===== config.mk =====
export PLATFORM = sky130hd
export DESIGN_NAME = instr_fetch_unit_flat
export DESIGN_NICKNAME = d
export VERILOG_FILES = /design/src/rtl/instr_fetch_unit_if.sv /design/src/rtl/instr_fetch_unit.sv /design/src/flat_wrapper.sv
export SDC_FILE = /design/constraint.sdc
export NUM_CORES = 1
export LEC_CHECK = 0
export BUFFER_PORTS_ARGS = -buffer_cell sky130_fd_sc_hd__buf_2
export CAP_MARGIN = 5
export CORE_UTILIZATION = 45
export DETAILED_ROUTE_END_ITERATION = 7
export PLACE_DENSITY_LB_ADDON = 0.12
export SYNTH_ARGS = -nofsm -noshare
export SYNTH_HDL_FRONTEND = slang
export SYNTH_SLANG_ARGS = --single-unit

===== constraint.sdc =====
create_clock -name clk -period 3.77 [get_ports clk]
set_clock_uncertainty 0.15 [all_clocks]
set_input_delay 0.754 -clock clk [delete_from_list [all_inputs] [get_ports clk]]
set_output_delay 0.754 -clock clk [all_outputs]
set_load 0.01 [all_outputs]

===== src/rtl/instr_fetch_unit_if.sv =====
// Fetch-unit signal bundle: control from the core, IROM read port and the decode-side outputs.
// master = the fetch unit, slave = whatever surrounds it (core control, IROM, decoder).
interface instr_fetch_unit_if #(
    parameter int IROM_AW = 10
);
    logic               setup;
    logic [31:0]        boot_addr;
    logic               stall;
    logic               redirect_valid;
    logic [31:0]        redirect_addr;
    logic [IROM_AW-1:0] imem_addr;
    logic               imem_rd_en;
    logic [31:0]        imem_rdata;
    logic [31:0]        instr_out;
    logic [31:0]        pc_out;
    logic [31:0]        pc_plus4_out;
    logic               instr_valid;

    modport master (
        input  setup, boot_addr, stall, redirect_valid, redirect_addr, imem_rdata,
        output imem_addr, imem_rd_en, instr_out, pc_out, pc_plus4_out, instr_valid
    );

    modport slave (
        output setup, boot_addr, stall, redirect_valid, redirect_addr, imem_rdata,
        input  imem_addr, imem_rd_en, instr_out, pc_out, pc_plus4_out, instr_valid
    );
endinterface


===== src/rtl/instr_fetch_unit.sv =====
// PESURV fetch stage: PC ownership, IROM reads, stall skid hold and redirect bubble.
// Optional perf counters (perf_fetched / perf_bubbles) are built when FETCH_PERF_CNT_EN is defined.
module instr_fetch_unit #(
    parameter logic [31:0] RESET_PC = 32'h0000_0000,
    parameter int          IROM_AW  = 10
) (
    input  logic                clk,
    input  logic                rst_n,
    instr_fetch_unit_if.master  bus
`ifdef FETCH_PERF_CNT_EN
    ,
    output logic [31:0]         perf_fetched,
    output logic [31:0]         perf_bubbles
`endif
);

    localparam logic [31:0] NOP = 32'h0000_0013;

    typedef enum logic {
        SETUP = 1'b0,
        RUN   = 1'b1
    } state_t;

    state_t      state, state_nxt;
    logic [31:0] fpc, fpc_nxt;
    logic [31:0] dpc, dpc_nxt;
    logic        d_valid, d_valid_nxt;
    logic        hold_valid, hold_valid_nxt;
    logic        hold_load;
    logic [31:0] hold_instr;

    function automatic logic [31:0] word_align(input logic [31:0] addr);
        return {addr[31:2], 2'b00};
    endfunction

    // Next-state and IROM read enable; setup outranks redirect, which outranks stall.
    always_comb begin
        state_nxt      = state;
        fpc_nxt        = fpc;
        dpc_nxt        = dpc;
        d_valid_nxt    = d_valid;
        hold_valid_nxt = hold_valid;
        hold_load      = 1'b0;
        bus.imem_rd_en = 1'b0;
        case (state)
            SETUP: begin
                if (bus.setup) begin
                    fpc_nxt = word_align(bus.boot_addr);
                end else begin
                    state_nxt = RUN;
                end
            end
            RUN: begin
                bus.imem_rd_en = ~bus.stall | bus.redirect_valid;
                if (bus.setup) begin
                    state_nxt      = SETUP;
                    d_valid_nxt    = 1'b0;
                    hold_valid_nxt = 1'b0;
                    fpc_nxt        = word_align(bus.boot_addr);
                end else if (bus.redirect_valid) begin
                    fpc_nxt        = word_align(bus.redirect_addr);
                    d_valid_nxt    = 1'b0;
                    hold_valid_nxt = 1'b0;
                end else if (bus.stall) begin
                    // IROM output is only trustworthy on the first stalled cycle; capture it then.
                    if (d_valid && !hold_valid) begin
                        hold_load      = 1'b1;
                        hold_valid_nxt = 1'b1;
                    end
                end else begin
                    dpc_nxt        = fpc;
                    d_valid_nxt    = 1'b1;
                    fpc_nxt        = fpc + 32'd4;
                    hold_valid_nxt = 1'b0;
                end
            end
            default: state_nxt = SETUP;
        endcase
    end

    always_ff @(posedge clk or negedge rst_n) begin
        if (!rst_n) begin
            state      <= SETUP;
            fpc        <= RESET_PC;
            dpc        <= 32'h0000_0000;
            d_valid    <= 1'b0;
            hold_valid <= 1'b0;
        end else begin
            state      <= state_nxt;
            fpc        <= fpc_nxt;
            dpc        <= dpc_nxt;
            d_valid    <= d_valid_nxt;
            hold_valid <= hold_valid_nxt;
        end
    end

    always_ff @(posedge clk) begin
        if (hold_load) begin
            hold_instr <= bus.imem_rdata;
        end
    end

    // Decode-side view
    assign bus.imem_addr    = fpc[IROM_AW+1:2];
    assign bus.instr_out    = hold_valid ? hold_instr : (d_valid ? bus.imem_rdata : NOP);
    assign bus.instr_valid  = d_valid & (state == RUN);
    assign bus.pc_out       = dpc;
    assign bus.pc_plus4_out = dpc + 32'd4;

`ifdef FETCH_PERF_CNT_EN
    function automatic logic [31:0] sat_inc(input logic [31:0] cnt);
        return (cnt == 32'hFFFF_FFFF) ? cnt : cnt + 32'd1;
    endfunction

    // Counters are cleared for the whole SETUP period, including the edge that enters it.
    always_ff @(posedge clk or negedge rst_n) begin
        if (!rst_n) begin
            perf_fetched <= 32'h0000_0000;
            perf_bubbles <= 32'h0000_0000;
        end else if (state != RUN || bus.setup) begin
            perf_fetched <= 32'h0000_0000;
            perf_bubbles <= 32'h0000_0000;
        end else begin
            if (bus.instr_valid && !bus.stall) begin
                perf_fetched <= sat_inc(perf_fetched);
            end
            if (!bus.instr_valid) begin
                perf_bubbles <= sat_inc(perf_bubbles);
            end
        end
    end
`endif

endmodule


===== src/flat_wrapper.sv =====
// flat-port wrapper written by rule: the top's interface ports become plain ports
module instr_fetch_unit_flat 
#(
    parameter logic [31:0] RESET_PC = 32'h0000_0000,
    parameter int          IROM_AW  = 10
)
  (clk, rst_n, bus_setup, bus_boot_addr, bus_stall, bus_redirect_valid, bus_redirect_addr, bus_imem_rdata, bus_imem_addr, bus_imem_rd_en, bus_instr_out, bus_pc_out, bus_pc_plus4_out, bus_instr_valid);
  instr_fetch_unit_if #(.IROM_AW(IROM_AW)) bus_i ();
  input  logic clk;
  input  logic rst_n;
  input wire logic [$bits(bus_i.setup)-1:0] bus_setup;
  input wire logic [$bits(bus_i.boot_addr)-1:0] bus_boot_addr;
  input wire logic [$bits(bus_i.stall)-1:0] bus_stall;
  input wire logic [$bits(bus_i.redirect_valid)-1:0] bus_redirect_valid;
  input wire logic [$bits(bus_i.redirect_addr)-1:0] bus_redirect_addr;
  input wire logic [$bits(bus_i.imem_rdata)-1:0] bus_imem_rdata;
  output wire logic [$bits(bus_i.imem_addr)-1:0] bus_imem_addr;
  output wire logic [$bits(bus_i.imem_rd_en)-1:0] bus_imem_rd_en;
  output wire logic [$bits(bus_i.instr_out)-1:0] bus_instr_out;
  output wire logic [$bits(bus_i.pc_out)-1:0] bus_pc_out;
  output wire logic [$bits(bus_i.pc_plus4_out)-1:0] bus_pc_plus4_out;
  output wire logic [$bits(bus_i.instr_valid)-1:0] bus_instr_valid;
  assign bus_i.setup = bus_setup;
  assign bus_i.boot_addr = bus_boot_addr;
  assign bus_i.stall = bus_stall;
  assign bus_i.redirect_valid = bus_redirect_valid;
  assign bus_i.redirect_addr = bus_redirect_addr;
  assign bus_i.imem_rdata = bus_imem_rdata;
  assign bus_imem_addr = bus_i.imem_addr;
  assign bus_imem_rd_en = bus_i.imem_rd_en;
  assign bus_instr_out = bus_i.instr_out;
  assign bus_pc_out = bus_i.pc_out;
  assign bus_pc_plus4_out = bus_i.pc_plus4_out;
  assign bus_instr_valid = bus_i.instr_valid;
  instr_fetch_unit #(.RESET_PC(RESET_PC), .IROM_AW(IROM_AW)) u_core (.clk(clk), .rst_n(rst_n), .bus(bus_i));
endmodule

### Word-level counts from Yosys, hierarchy flattened

Cells that the tools add are included.

| word-level totals | value |
|---|---|
| logic and storage cells | 45 |
| output and inout bits | 108 |
| flip-flop bits (word level) | 99 |

| cells by class | value |
|---|---|
| add/sub/neg operators | 2 |
| reduce and logical (&&, ||, !) cells | 6 |
| eq/ne operators | 4 |
| multiplexer cells | 21 |
| bitwise operators | 6 |

Operators by type and width:

| operator | number |
|---|---|
| 32-bit two-way mux | 6 |
| 32-bit by 3-bit adder with 32-bit output (second input constant) | 2 |
| 32-bit case mux with 2 select lines | 1 |
| 1-bit two-way mux | 14 |
| 2-bit AND reduction | 3 |
| 4-bit by 2-bit != test with 1-bit output (second input constant) | 1 |
| 4-bit != test (second input constant) | 1 |
| 1-bit inverter | 4 |
| 4-bit AND reduction | 1 |
| 3-bit by 2-bit != test with 1-bit output (second input constant) | 1 |
| 2-bit != test (second input constant) | 1 |
| 1-bit AND | 1 |
| 1-bit logical AND | 1 |
| 1-bit zero test | 1 |
| 1-bit OR | 1 |

### Longest topological paths before layout

| depth | value |
|---|---|
| depth in word-level cells | 7 |
| gate-level depth with buffers | 7 |

### Least setup slack after synthesis

No wires, ideal clock.

| timing | value |
|---|---|
| kind | input -> register |
| start | input port bus_redirect_valid |
| end | register u_core.hold_instr[0], enable pin |
| buffers on the path | 1 |
| data arrival time | 3.480 ns |
| library setup time | 0.463 ns |
| slack | -0.323 ns |
| required time | 3.157 ns |
| cell stages on the path | 4 |
| cells stage by stage | buf_2 nor2_1 nand2_1 nor3_1 |

| between the ends | value |
|---|---|
| longest elaborated chain between the ends | 3 |

Ends and longest elaborated chain:

| item | line | text |
|---|---|---|
| from (decl) | flat_wrapper.sv:14 | `input wire logic [$bits(bus_i.redirect_valid)-1:0] bus_redirect_valid;` |
| 1-bit two-way mux | instr_fetch_unit.sv:60 | `end else if (bus.redirect_valid) begin` |
| 1-bit two-way mux | instr_fetch_unit.sv:55 | `if (bus.setup) begin` |
| 1-bit two-way mux | instr_fetch_unit.sv:45 | `case (state)` |
| via u_core.hold_load | instr_fetch_unit.sv:29 | `logic hold_load;` |
| to (signal assigned) | instr_fetch_unit.sv:99 | `hold_instr <= bus.imem_rdata;` |
| to (decl) | instr_fetch_unit.sv:30 | `logic [31:0] hold_instr;` |

The timed path passes the listed nets, and every way through them passes these cells.
A chain may end at the register's enable or synchronous reset.

### Final worst setup path

| timing | value |
|---|---|
| start | register u_core.dpc[3] (netlist: u_core.bus.pc_out[3]) |
| end | output port bus_pc_plus4_out[24] |

| between the ends | value |
|---|---|
| longest elaborated chain between the ends | 1 |

Ends and longest elaborated chain:

| item | line | text |
|---|---|---|
| from (decl) | instr_fetch_unit.sv:26 | `logic [31:0] dpc, dpc_nxt;` |
| from (signal assigned) | instr_fetch_unit.sv:91 | `dpc <= dpc_nxt;` |
| 32-bit by 3-bit adder with 32-bit output | instr_fetch_unit.sv:108 | `assign bus.pc_plus4_out = dpc + 32'd4;` |
| to (decl) | flat_wrapper.sv:21 | `output wire logic [$bits(bus_i.pc_plus4_out)-1:0] bus_pc_plus4_out;` |

Every way passes these cells.

==> results.md <==
Worst setup path:
- The startpoint identified for the worst register-to-register timing path is u_core.state.
- The critical path class is reg -> out.
- The required time reported for the critical path endpoint is 2870 ps.
- The highest net fanout along the worst path is 5.
- In this run the worst setup path begins at u_core.bus.pc_out[3].
- For the worst setup path, the data arrival time is between 2000 and 2500 ps.
- The critical path launch point type is a register.
- The worst setup path is captured at a primary output.

Synth:
- The commonest register cell after synthesis is sky130_fd_sc_hd__dfrtp_1.
- The number of synthesized flops with an enable pin is 32.
- Ranked by instance count, the synthesized netlist is headed by sky130_fd_sc_hd__nand2_1 (122), sky130_fd_sc_hd__dfrtp_1 (63), sky130_fd_sc_hd__edfxtp_1 (32).
- Yosys instantiated no cell more often than sky130_fd_sc_hd__nand2_1.
- Synthesis produced 590 cells.
- Of the post-synthesis cell area, the dominant cell type holds 0.289.
- After synthesis the cells add up to 0.00545 mm^2.
- Counting flops and latches in the post-synthesis netlist gives 95.
- After synthesis, the cell types taking the most area are sky130_fd_sc_hd__dfrtp_1 (29%), sky130_fd_sc_hd__edfxtp_1 (18%), sky130_fd_sc_hd__nand2_1 (8.4%), sky130_fd_sc_hd__a22o_1 (4.5%), sky130_fd_sc_hd__xnor2_1 (3.9%).
- During synthesis, Yosys emitted a total of 0 warnings.
- The number of different library cells used by synthesis comes to 58.
- The largest area contributor in the netlist is sky130_fd_sc_hd__dfrtp_1.
- After synthesis, the mean cell area works out to between 9 and 10 um^2.
- Counting flops with an async set or reset pin after synthesis yields a share of 0.663.
- Of the synthesized area, sequential elements account for 0.466.

Route:
- The sum of met2 wire segment lengths after detailed routing is approximately 7.3 mm.
- In this run, the number of DRC markers left after iteration 0 of detailed routing was around 380.
- For this run, design rule violations remaining after detail routing come to 16.
- After detailed routing, the wire length on met1 is 6.99 mm.
- Detailed routing inserted a total of between 5000 and 6000 vias.
- Summed over all nets, wire length on met3 after detailed routing comes to 1.18 mm.
- For this block, the routed nets add up to around 16 mm of wire.
- The ratio of routed vias to standard cells is between 5 and 6.
- The highest layer used for signal routing is met4.
- The post-route antenna net violation count is 0.
- After detailed routing, the average wire length per cell comes to 17.4 um.
- The detailed-routing iteration count for the pre-antenna-repair pass is 7.

Clock network:
- The maximum root-to-sink buffer count is 2.
- The total clock buffers created by CTS is 9.
- The number of hold buffers added after CTS was 0.
- The later-pin clock latency in the skew report is approximately 340 ps.
- The maximum level of the CTS H-tree is 3.
- The post-cts resize count is 0.
- The clock-pin slew on the worst setup and hold paths is 70 ps.
- TritonCTS built the clock tree.
- Buffers added to address setup during post-CTS repair amount to 0.
- Counting every sink on the clock net gives between 90 and 100.
- Clock tree synthesis selected as its root buffer the cell sky130_fd_sc_hd__clkbuf_16.

Power and ir drop:
- Across the VDD grid, the largest voltage drop is about 190 uV.
- Dividing total power by cell area gives a power density of about 430 mW/mm^2.
- The design draws 2.92 mW.
- For this design the static power due to leakage is 3.24 nW.

Die:
- The core footprint is around 0.012 mm^2.
- The starting density of the core is 0.469.
- The die is ~110 um tall.
- The count of pins on the block boundary is roughly 210.
- The area enclosed by the die boundary is 0.0126 mm^2.
- After floorplanning, the core was divided into 39 placement rows.
- The width of the die is between 100 and 150 um.

Layout:
- The number of diodes added for antenna fixing is 0.
- The finished layout holds slightly above 900 standard cells, fillers aside.
- From synthesis to final layout, the design area changed by 24.3%.
- The count of filler cells inserted in the layout is 1095.
- The post-route cell area is 0.00678 mm^2.
- At the end of the flow the core is filled with cells to 0.583.
- In the final layout, the share of cells above drive strength 1 is 0.318.
- The net count of the finished layout is just under 900.

STA:
- The ratio of final minimum period to clock period is 0.863.
- The worst setup margin is between 500 and 600 ps.
- Setup repair after global routing left no endpoint under its margin.
- The number of max-slew violations in the final report is 0.
- The final hold violation count was 0.
- The final hold slack is between 300 and 400 ps.
- The relative slew slack is 0.213.
- The clock period could shrink to ~3300 ps.
- The fmax is 0.307 GHz.
- Setup violations remaining at the end of the flow were counted as 0.
- After routing, the total negative slack on setup checks comes to 0 ps.
- The transition time at the pin with the least slew margin is around 1200 ps.

Status:
- The run finished, with violations left.
- The checks that failed: design-rule violations.

Place:
- The HPWL reported at the end of detailed placement is between 10 and 15 mm.
- The worst slack at placement is roughly 600 ps.
- In this run the tool buffered the top-level ports with 200 buffer cells.
- The weighted congestion reported at the end of routability-driven placement is approximately 0.9.
- In this run the cell area measured after placement is 0.00649 mm^2.
- Including well taps, the total number of placed cells is around 900.

Global routing:
- For this run, the total global-route usage over all layers was measured as 0.252.
- Entering global routing, the biggest net connects between 40 and 50 pins.
- The overflow left after global routing is 0.
- The first global-routing pass estimated approximately 25 mm of wire.
- The initial antenna violation count is 0.
- The number of global-route vias before repair is slightly below 5000.

Flow run:
- Across the run, the number of max-cap violations was 0.

Min path:
- In this run the worst hold path is classified as in -> async.
worst max-delay path, cell delays in order, from the launching register on:
cell                      delay (ps)
sky130_fd_sc_hd__dfrtp_1         430
sky130_fd_sc_hd__ha_1            220
sky130_fd_sc_hd__nand3_1         180
sky130_fd_sc_hd__nor2_1          460
sky130_fd_sc_hd__and2_1          250
sky130_fd_sc_hd__nand3_1         100
sky130_fd_sc_hd__xnor2_1         190
sky130_fd_sc_hd__buf_2           160
report_power, final:
| group | leakage (nW) | internal (mW) | switching [mW] | total (mW) |
|---|---|---|---|---|
| sequential | 1.07 | 1.18 | 0.177 | 1.35 |
| combinational | 2.03 | 0.308 | 0.376 | 0.685 |
| clock | 0.142 | 0.496 | 0.390 | 0.885 |
flip-flops by register name, summed over array words and instances (netlist names):
signal             flops
u_core.state           1
u_core.fpc            30
u_core.hold_instr     32
u_core.d_valid         1
u_core.hold_valid      1
u_core.bus.pc_out     30
cell usage in the layout (no fill, tap or decap), types with 2 or more instances in the layout:
master,n
sky130_fd_sc_hd__xnor2_1,24
sky130_fd_sc_hd__nand3_2,4
sky130_fd_sc_hd__o31ai_1,2
sky130_fd_sc_hd__buf_2,200
sky130_fd_sc_hd__edfxtp_1,32
sky130_fd_sc_hd__and3_1,16
sky130_fd_sc_hd__nand3b_1,4
sky130_fd_sc_hd__o311a_1,2
sky130_fd_sc_hd__dfrtp_1,63
sky130_fd_sc_hd__nand3_1,25
sky130_fd_sc_hd__nand4_1,17
sky130_fd_sc_hd__nor2_2,4
sky130_fd_sc_hd__o211ai_1,6
sky130_fd_sc_hd__a31oi_1,4
sky130_fd_sc_hd__mux2i_1,7
sky130_fd_sc_hd__xor2_1,12
sky130_fd_sc_hd__buf_4,8
sky130_fd_sc_hd__a22o_1,28
sky130_fd_sc_hd__a21o_1,3
sky130_fd_sc_hd__nand2b_1,4
sky130_fd_sc_hd__nand2_1,122
sky130_fd_sc_hd__o22ai_1,2
sky130_fd_sc_hd__clkbuf_16,10
sky130_fd_sc_hd__nor2_1,30
sky130_fd_sc_hd__a32oi_1,2
sky130_fd_sc_hd__nor3_2,2
sky130_fd_sc_hd__or2_2,2
sky130_fd_sc_hd__conb_1,4
sky130_fd_sc_hd__a21oi_1,21
sky130_fd_sc_hd__and2_1,9
sky130_fd_sc_hd__a2bb2oi_1,2
sky130_fd_sc_hd__nor3_1,8
sky130_fd_sc_hd__o21ai_0,28
sky130_fd_sc_hd__inv_1,13
sky130_fd_sc_hd__ha_1,2
sky130_fd_sc_hd__o221ai_1,5
sky130_fd_sc_hd__a22oi_1,8
sky130_fd_sc_hd__a221oi_1,4
sky130_fd_sc_hd__or3_1,3
sky130_fd_sc_hd__nor4_4,2
logic make-up (layout without fill, tap and decap cells):
logic type | after synthesis | in the layout | share of synthesized area
other | 1 | 4 | 0.000688
xor gates and xnor gates | 36 | 36 | 0.0579
AOI/OAI and AO/OA | 127 | 127 | 0.165
buffers and inverters | 61 | 238 | 0.0544
adders and majority gates | 2 | 2 | 0.00459
and+or+nand+nor | 261 | 261 | 0.239
muxes | 7 | 7 | 0.0129
DFF | 95 | 95 | 0.466
layout make-up:
cell class | instances | area, um^2 | area share
multi-input cells | 437 | 2640 | 0.390
repair buffers | 209 | 1080 | 0.160
clock buffers | 12 | 262 | 0.0386
flip-flops and latches | 95 | 2540 | 0.375
clock inverters | 4 | 27.5 | 0.00406
well taps | 143 | 179 | 0.0264
inverters | 13 | 48.8 | 0.00720
final timing paths:
path,end,depth (start not counted),slack (ps)
worst max-delay path,bus_pc_plus4_out[24],7,520
worst min-delay path,u_core.fpc[5],1,300
worst min register to register,u_core.bus.pc_out[31],2,390
max in group asynchronous,u_core.hold_valid,2,2230
worst max register to register,u_core.fpc[11],5,1170
min in group clk,u_core.bus.pc_out[31],2,390
layer usage:
metal | GRT usage | vias to the layer above
met5 | 0 | -
li1 | - | 2452
met1 | 0.355 | 2467
met3 | 0.0340 | 27
met4 | 0.0969 | 0
met2 | 0.398 | 241
Power figures use the tool's default switching activity.
